[src/rtl/bus_arbiter_if.sv]
// Bundle of the N-master request side and the single shared slave side of bus_arbiter.
// The slave modport is the arbiter's view. The master modport is the view of the surrounding masters and memory.
interface bus_arbiter_if #(
    parameter int N_MASTERS = 2
);
    logic [N_MASTERS-1:0]    i_m_req;
    logic [N_MASTERS-1:0]    i_m_wr_en;
    logic [32*N_MASTERS-1:0] i_m_addr;
    logic [32*N_MASTERS-1:0] i_m_wr_data;
    logic [4*N_MASTERS-1:0]  i_m_byte_en;
    logic [N_MASTERS-1:0]    o_m_ack;
    logic [N_MASTERS-1:0]    o_m_err;
    logic [31:0]             o_m_rd_data;
    logic                    o_s_req;
    logic                    o_s_wr_en;
    logic [31:0]             o_s_addr;
    logic [31:0]             o_s_wr_data;
    logic [3:0]              o_s_byte_en;
    logic                    i_s_ack;
    logic [31:0]             i_s_rd_data;

    modport slave (
        input  i_m_req, i_m_wr_en, i_m_addr, i_m_wr_data, i_m_byte_en,
        input  i_s_ack, i_s_rd_data,
        output o_m_ack, o_m_err, o_m_rd_data,
        output o_s_req, o_s_wr_en, o_s_addr, o_s_wr_data, o_s_byte_en
    );

    modport master (
        output i_m_req, i_m_wr_en, i_m_addr, i_m_wr_data, i_m_byte_en,
        output i_s_ack, i_s_rd_data,
        input  o_m_ack, o_m_err, o_m_rd_data,
        input  o_s_req, o_s_wr_en, o_s_addr, o_s_wr_data, o_s_byte_en
    );
endinterface

[src/rtl/bus_arbiter.sv]
// Round-robin arbiter that shares one simple-bus slave port among N masters.
// A slave that never acks is cut off by a programmable timeout.
//   state | meaning
//   IDLE  | searching for a request from ptr; o_s_req low, o_s_* hold last values
//   BUSY  | granted transaction on slave side; o_s_* frozen, waiting for ack/timeout
module bus_arbiter #(
    parameter int N_MASTERS = 2,
    parameter int TIMEOUT   = 255
) (
    input  logic          i_clk,
    input  logic          i_rst,
    bus_arbiter_if.slave  bus
);
    localparam int GW = (N_MASTERS > 1) ? $clog2(N_MASTERS) : 1;
    localparam int CW = (TIMEOUT > 0) ? $clog2(TIMEOUT + 1) : 1;
    localparam logic [CW-1:0] TO_LAST = (TIMEOUT > 0) ? CW'(TIMEOUT - 1) : '0;
    localparam logic [GW:0]   N_EXT   = (GW + 1)'(N_MASTERS);

    typedef enum logic {IDLE, BUSY} state_t;

    state_t          state_q, state_d;
    logic [GW-1:0]   ptr_q, g_q, gnt_idx, ptr_next;
    logic [CW-1:0]   cnt_q;
    logic [GW:0]     cand_sum;
    logic            req_any, ack_ev, to_ev;

    // Walk offsets from highest to lowest so the smallest offset from ptr is the one that sticks.
    always_comb begin
        req_any  = 1'b0;
        gnt_idx  = ptr_q;
        cand_sum = '0;
        for (int i = N_MASTERS - 1; i >= 0; i--) begin
            cand_sum = {1'b0, ptr_q} + (GW + 1)'(i);
            if (cand_sum >= N_EXT)
                cand_sum = cand_sum - N_EXT;
            if (bus.i_m_req[cand_sum[GW-1:0]]) begin
                req_any = 1'b1;
                gnt_idx = cand_sum[GW-1:0];
            end
        end
        ptr_next = (gnt_idx == GW'(N_MASTERS - 1)) ? '0 : gnt_idx + 1'b1;
    end

    // While reset is held, ack and timeout are suppressed, so an abandoned transaction never reaches its master.
    always_comb begin
        ack_ev = (state_q == BUSY) && i_rst && bus.i_s_ack;
        to_ev  = (state_q == BUSY) && i_rst && !bus.i_s_ack
                 && (TIMEOUT != 0) && (cnt_q == TO_LAST);
    end

    always_comb begin
        state_d         = state_q;
        bus.o_m_ack     = '0;
        bus.o_m_err     = '0;
        bus.o_m_rd_data = '0;
        case (state_q)
            IDLE: if (req_any) state_d = BUSY;
            BUSY: if (ack_ev || to_ev) state_d = IDLE;
            default: state_d = IDLE;
        endcase
        if (ack_ev || to_ev)
            bus.o_m_ack[g_q] = 1'b1;
        if (to_ev)
            bus.o_m_err[g_q] = 1'b1;
        if (ack_ev)
            bus.o_m_rd_data = bus.i_s_rd_data;
    end

    always_ff @(posedge i_clk) begin
        if (!i_rst) begin
            state_q         <= IDLE;
            ptr_q           <= '0;
            g_q             <= '0;
            cnt_q           <= '0;
            bus.o_s_wr_en   <= 1'b0;
            bus.o_s_addr    <= '0;
            bus.o_s_wr_data <= '0;
            bus.o_s_byte_en <= '0;
        end else begin
            state_q <= state_d;
            if (state_q == IDLE) begin
                if (req_any) begin
                    g_q             <= gnt_idx;
                    ptr_q           <= ptr_next;
                    cnt_q           <= '0;
                    bus.o_s_wr_en   <= bus.i_m_wr_en[gnt_idx];
                    bus.o_s_addr    <= bus.i_m_addr[32*gnt_idx +: 32];
                    bus.o_s_wr_data <= bus.i_m_wr_data[32*gnt_idx +: 32];
                    bus.o_s_byte_en <= bus.i_m_byte_en[4*gnt_idx +: 4];
                end
            end else if (cnt_q != '1) begin
                cnt_q <= cnt_q + 1'b1;
            end
        end
    end

    assign bus.o_s_req = (state_q == BUSY);
endmodule

[src/flat_wrapper.sv]
// flat-port wrapper written by rule: the top's interface ports become plain ports
module bus_arbiter_flat 
#(
    parameter int N_MASTERS = 2,
    parameter int TIMEOUT   = 255
)
  (i_clk, i_rst, bus_i_m_req, bus_i_m_wr_en, bus_i_m_addr, bus_i_m_wr_data, bus_i_m_byte_en, bus_i_s_ack, bus_i_s_rd_data, bus_o_m_ack, bus_o_m_err, bus_o_m_rd_data, bus_o_s_req, bus_o_s_wr_en, bus_o_s_addr, bus_o_s_wr_data, bus_o_s_byte_en);
  bus_arbiter_if #(.N_MASTERS(N_MASTERS)) bus_i ();
  input  logic i_clk;
  input  logic i_rst;
  input wire logic [$bits(bus_i.i_m_req)-1:0] bus_i_m_req;
  input wire logic [$bits(bus_i.i_m_wr_en)-1:0] bus_i_m_wr_en;
  input wire logic [$bits(bus_i.i_m_addr)-1:0] bus_i_m_addr;
  input wire logic [$bits(bus_i.i_m_wr_data)-1:0] bus_i_m_wr_data;
  input wire logic [$bits(bus_i.i_m_byte_en)-1:0] bus_i_m_byte_en;
  input wire logic [$bits(bus_i.i_s_ack)-1:0] bus_i_s_ack;
  input wire logic [$bits(bus_i.i_s_rd_data)-1:0] bus_i_s_rd_data;
  output wire logic [$bits(bus_i.o_m_ack)-1:0] bus_o_m_ack;
  output wire logic [$bits(bus_i.o_m_err)-1:0] bus_o_m_err;
  output wire logic [$bits(bus_i.o_m_rd_data)-1:0] bus_o_m_rd_data;
  output wire logic [$bits(bus_i.o_s_req)-1:0] bus_o_s_req;
  output wire logic [$bits(bus_i.o_s_wr_en)-1:0] bus_o_s_wr_en;
  output wire logic [$bits(bus_i.o_s_addr)-1:0] bus_o_s_addr;
  output wire logic [$bits(bus_i.o_s_wr_data)-1:0] bus_o_s_wr_data;
  output wire logic [$bits(bus_i.o_s_byte_en)-1:0] bus_o_s_byte_en;
  assign bus_i.i_m_req = bus_i_m_req;
  assign bus_i.i_m_wr_en = bus_i_m_wr_en;
  assign bus_i.i_m_addr = bus_i_m_addr;
  assign bus_i.i_m_wr_data = bus_i_m_wr_data;
  assign bus_i.i_m_byte_en = bus_i_m_byte_en;
  assign bus_i.i_s_ack = bus_i_s_ack;
  assign bus_i.i_s_rd_data = bus_i_s_rd_data;
  assign bus_o_m_ack = bus_i.o_m_ack;
  assign bus_o_m_err = bus_i.o_m_err;
  assign bus_o_m_rd_data = bus_i.o_m_rd_data;
  assign bus_o_s_req = bus_i.o_s_req;
  assign bus_o_s_wr_en = bus_i.o_s_wr_en;
  assign bus_o_s_addr = bus_i.o_s_addr;
  assign bus_o_s_wr_data = bus_i.o_s_wr_data;
  assign bus_o_s_byte_en = bus_i.o_s_byte_en;
  bus_arbiter #(.N_MASTERS(N_MASTERS), .TIMEOUT(TIMEOUT)) u_core (.i_clk(i_clk), .i_rst(i_rst), .bus(bus_i));
endmodule
[config.mk]
export PLATFORM = sky130hd
export DESIGN_NAME = bus_arbiter_flat
export DESIGN_NICKNAME = d
export VERILOG_FILES = /design/src/rtl/bus_arbiter_if.sv /design/src/rtl/bus_arbiter.sv /design/src/flat_wrapper.sv
export SDC_FILE = /design/constraint.sdc
export NUM_CORES = 1
export LEC_CHECK = 0
export BUFFER_PORTS_ARGS = -buffer_cell sky130_fd_sc_hd__buf_2
export CAP_MARGIN = 20
export CELL_PAD_IN_SITES_DETAIL_PLACEMENT = 1
export CELL_PAD_IN_SITES_GLOBAL_PLACEMENT = 2
export CORE_MARGIN = 2
export CORE_UTILIZATION = 22
export DETAILED_ROUTE_END_ITERATION = 10
export HOLD_SLACK_MARGIN = 0.03
export PLACE_DENSITY = 0.79
export SLEW_MARGIN = 10
export SYNTH_ARGS = -nofsm -noshare
export SYNTH_HDL_FRONTEND = slang
export SYNTH_SLANG_ARGS = --single-unit
export TNS_END_PERCENT = 100
[constraint.sdc]
create_clock -name i_clk -period 1.8 [get_ports i_clk]
set_clock_uncertainty 0.2 [all_clocks]
set_input_delay 0.09 -clock i_clk [delete_from_list [all_inputs] [get_ports i_clk]]
set_output_delay 0.09 -clock i_clk [all_outputs]
set_load 0.01 [all_outputs]
==> impl_metrics.tcl <==
set metrics [dict create \
    slowest_stage "dfxtp_2" \
    powerDensity_nw_per_um2 676.3 \
    hold_viol 0 \
    synthToLayoutAreaGrowth_pct 95.71 \
    min-delay-start "i_rst" \
    die_x_um 138.8 \
    synth_area_um2 3999 \
    worstRegToRegCells 5 \
    die-area_um2 19270 \
    ant_nets 0 \
    r2r_end "u_core.bus.o_s_addr[7]" \
    drt_pass1_iterations 4 \
    crit_chain "inv_1 -> ha_4 -> nand2b_4 -> nor4_2 -> buf_2" \
    maxCapViolCount 0 \
    hold_class "input pin to flip-flop" \
    crit_arrival_ns 1.49 \
    ios 281 \
    reg2reg_slack_ns 0.09 \
    max_slew_margin_pct 60.98 \
    drc 0 \
    tightest_slew_ns 0.5837 \
    syn_avg_cell_area_um2 9.151 \
    synth-seq-area-share_pct 40.05 \
    worstSkewPairLatency_ns 0.34 \
    routabilityCongestion 0.8299 \
    multi_input_area_um2 2256 \
    rsz0062_at_grt "yes" \
    syn_nets 614 \
    dieHeight_um 138.8 \
    place_area_um2 5638 \
    synth_warnings 0 \
    grt_antenna_before_repair 2 \
    grt_pass1_vias 5900 \
    htree_levels 3 \
    grt_usage_pct 20.16 \
    path_max_fanout 5 \
    initial_utilization_pct 22.34 \
    n_fill_cell 2068 \
    outcome "finished clean" \
    cts.sinks 80 \
    ir_drop_mv 0.4406 \
    ys_ff_latch 80 \
    critical_path_buf_inv_count 2 \
    worstPathRequired_ns 1.51 \
    r2r-start "u_core.bus.o_s_req" \
    p_leak_uw 0.003457 \
    synth_edf_count 0 \
    numCtsBuffers 9 \
    wl_per_cell_um 19.40 \
    syn_inst 437 \
    synth_top_cell_by_area "dfxtp_1" \
    final_common_cell "buf_2" \
    crit_type "flip-flop to output port" \
    final_cell_area_um2 7826 \
    hold_ws_ns 0.1240 \
    cp_slowest_stage_delay_ns 0.35 \
    ys_types 37 \
    crit_path_start_kind "flip-flop" \
    core_um2 17900 \
    timing.setup.tns_ns 0 \
    grt_max_degree 65 \
    dpl_worst_slack_ns 0.1204 \
    synthArstFlopShare_pct 0 \
    power_uw 5293 \
    maxSlewViolCount 0 \
    crit_family "flip-flops" \
    clk_pin_slew_ns 0.06 \
    grt_overflow 0 \
    viasPerCell 5.024 \
    worst_slack_ns 0.01874 \
    vias 5416 \
    whs_endpoint "u_core.ptr_q" \
    drive_gt1_share_pct 43.21 \
    ys.flop_type "dfxtp_1" \
    io_buffers 280 \
    period_needed_ns 1.781 \
    yosys-top-cells-area "dfxtp_1, a32oi_1, a21boi_1" \
    regArea_um2 1623 \
    drt_wl_total_mm 20.91 \
    clk_path_buf_depth 2 \
    fmax_ghz 0.5614 \
    grt_pass1_wl_mm 31.29 \
    nNetsFinal 1020 \
    root_buffer "clkbuf_16" \
    synth_top_area_share_pct 40.05 \
    setup_viol 0 \
    critPathCaptureType "output port" \
    drtIter0Drc 233 \
    fin_crit_sh_pct 98.96 \
    mostFrequentLayoutCells "buf_2, dlygate4sd3_1, dfxtp_1, nand3_1" \
    dp_hpwl_mm 12.08 \
    tritoncts "built" \
    rows 49 \
    hold-path-cell-count 3 \
]
## metal layers
layer | up-vias | share of wire [%] | global-route usage (%)
met5 | - | 0 | 0
met4 | 0 | 4.0 | 10.26
met3 | 65 | 4.7 | 4.800
met2 | 202 | 53 | 36.82
met1 | 2650 | 38 | 21.62
li1 | 2499 | - | -
## state kept, by name, indices dropped and copies added, names as in the netlist
name	flops
u_core.cnt_q	8
u_core.bus.o_s_req	1
u_core.g_q	1
u_core.bus.o_s_addr	32
u_core.bus.o_s_wr_data	32
u_core.bus.o_s_byte_en	4
u_core.ptr_q	1
u_core.bus.o_s_wr_en	1
## logic make-up (layout without fill, tap and decap cells)
group | after synthesis | after routing | synth area share, %
muxes | 2 | 2 | 0.5006
AOI/OAI and AO/OA | 160 | 160 | 32.42
DFF | 80 | 80 | 40.05
other | 0 | 2 | 0
buffers and inverters | 57 | 467 | 7.791
and+or+nand+nor | 136 | 136 | 18.62
adders and majority gates | 2 | 2 | 0.6257
## area by class of cell
class                   count  area share (%)
diodes                      2         0.06395
clock buffers              12           3.405
clock inverters             3          0.5116
inverters                   4          0.1918
multi-input cells         300           28.82
flip-flops and latches     80           20.74
well taps                 229           3.661
repair buffers            448           42.61
## where the power goes
group	switching (uW)	internal, uW	leakage [uW]	total, uW
clock network	733	1180	0.000154	1910
logic	667	736	0.00264	1400
registers	81.5	1900	0.000662	1980
total	1480	3810	0.00346	5290
## stage by stage
step | utilization (%) | cells
4_1_cts | 41.70 | 1069
6_report | 43.72 | 1078
3_5_place_dp | 31.49 | 908
5_1_grt | 43.72 | 1078
3_3_place_gp | 31.49 | 908
2_1_floorplan | - | 437
## synthesized netlist by cell type (3+ instances only)
library cell / n
dfxtp_1: 80
nand3_1: 73
a21boi_1: 69
a32oi_1: 69
and2_1: 35
buf_2: 21
clkbuf_1: 21
buf_6: 8
nand2_1: 7
inv_1: 4
a211oi_1: 3
a21oi_1: 3
a31oi_1: 3
buf_4: 3
nand2b_1: 3
nor2b_1: 3
nor3_1: 3
nor4_1: 3
## tightest hold or removal path: stages
cell	delay [ns]
buf_2	0.17
buf_12	0.21
o21a_1	0.13
## worst max-delay path by stage
stage	start	to	slack, ns	depth (start not counted)
finish	u_core.cnt_q[0]	bus_o_m_err[0]	0.02	5
global route	u_core.cnt_q[0]	bus_o_m_err[0]	-0.03	5
CTS	u_core.cnt_q[0]	bus_o_m_err[1]	0.006	5
detailed placement	u_core.cnt_q[1]	u_core.cnt_q[0]	0.12	4
global placement	u_core.cnt_q[0]	u_core.cnt_q[5]	0.20	4
floorplan	u_core.cnt_q[0]	u_core.cnt_q[5]	0.28	4
## timing repair
| action | CTS | global route |
|---|---|---|
| cloned | 1 | 2 |
| gates resized for setup | 16 | 60 |
| setup endpoints to repair | 36 | 37 |
| hold buffers | 143 | 0 |
| buffers inserted | 2 | 5 |
| hold endpoints to repair | 72 | 0 |
| pin swaps | 3 | 14 |
(Power assumes the default switching activity.)
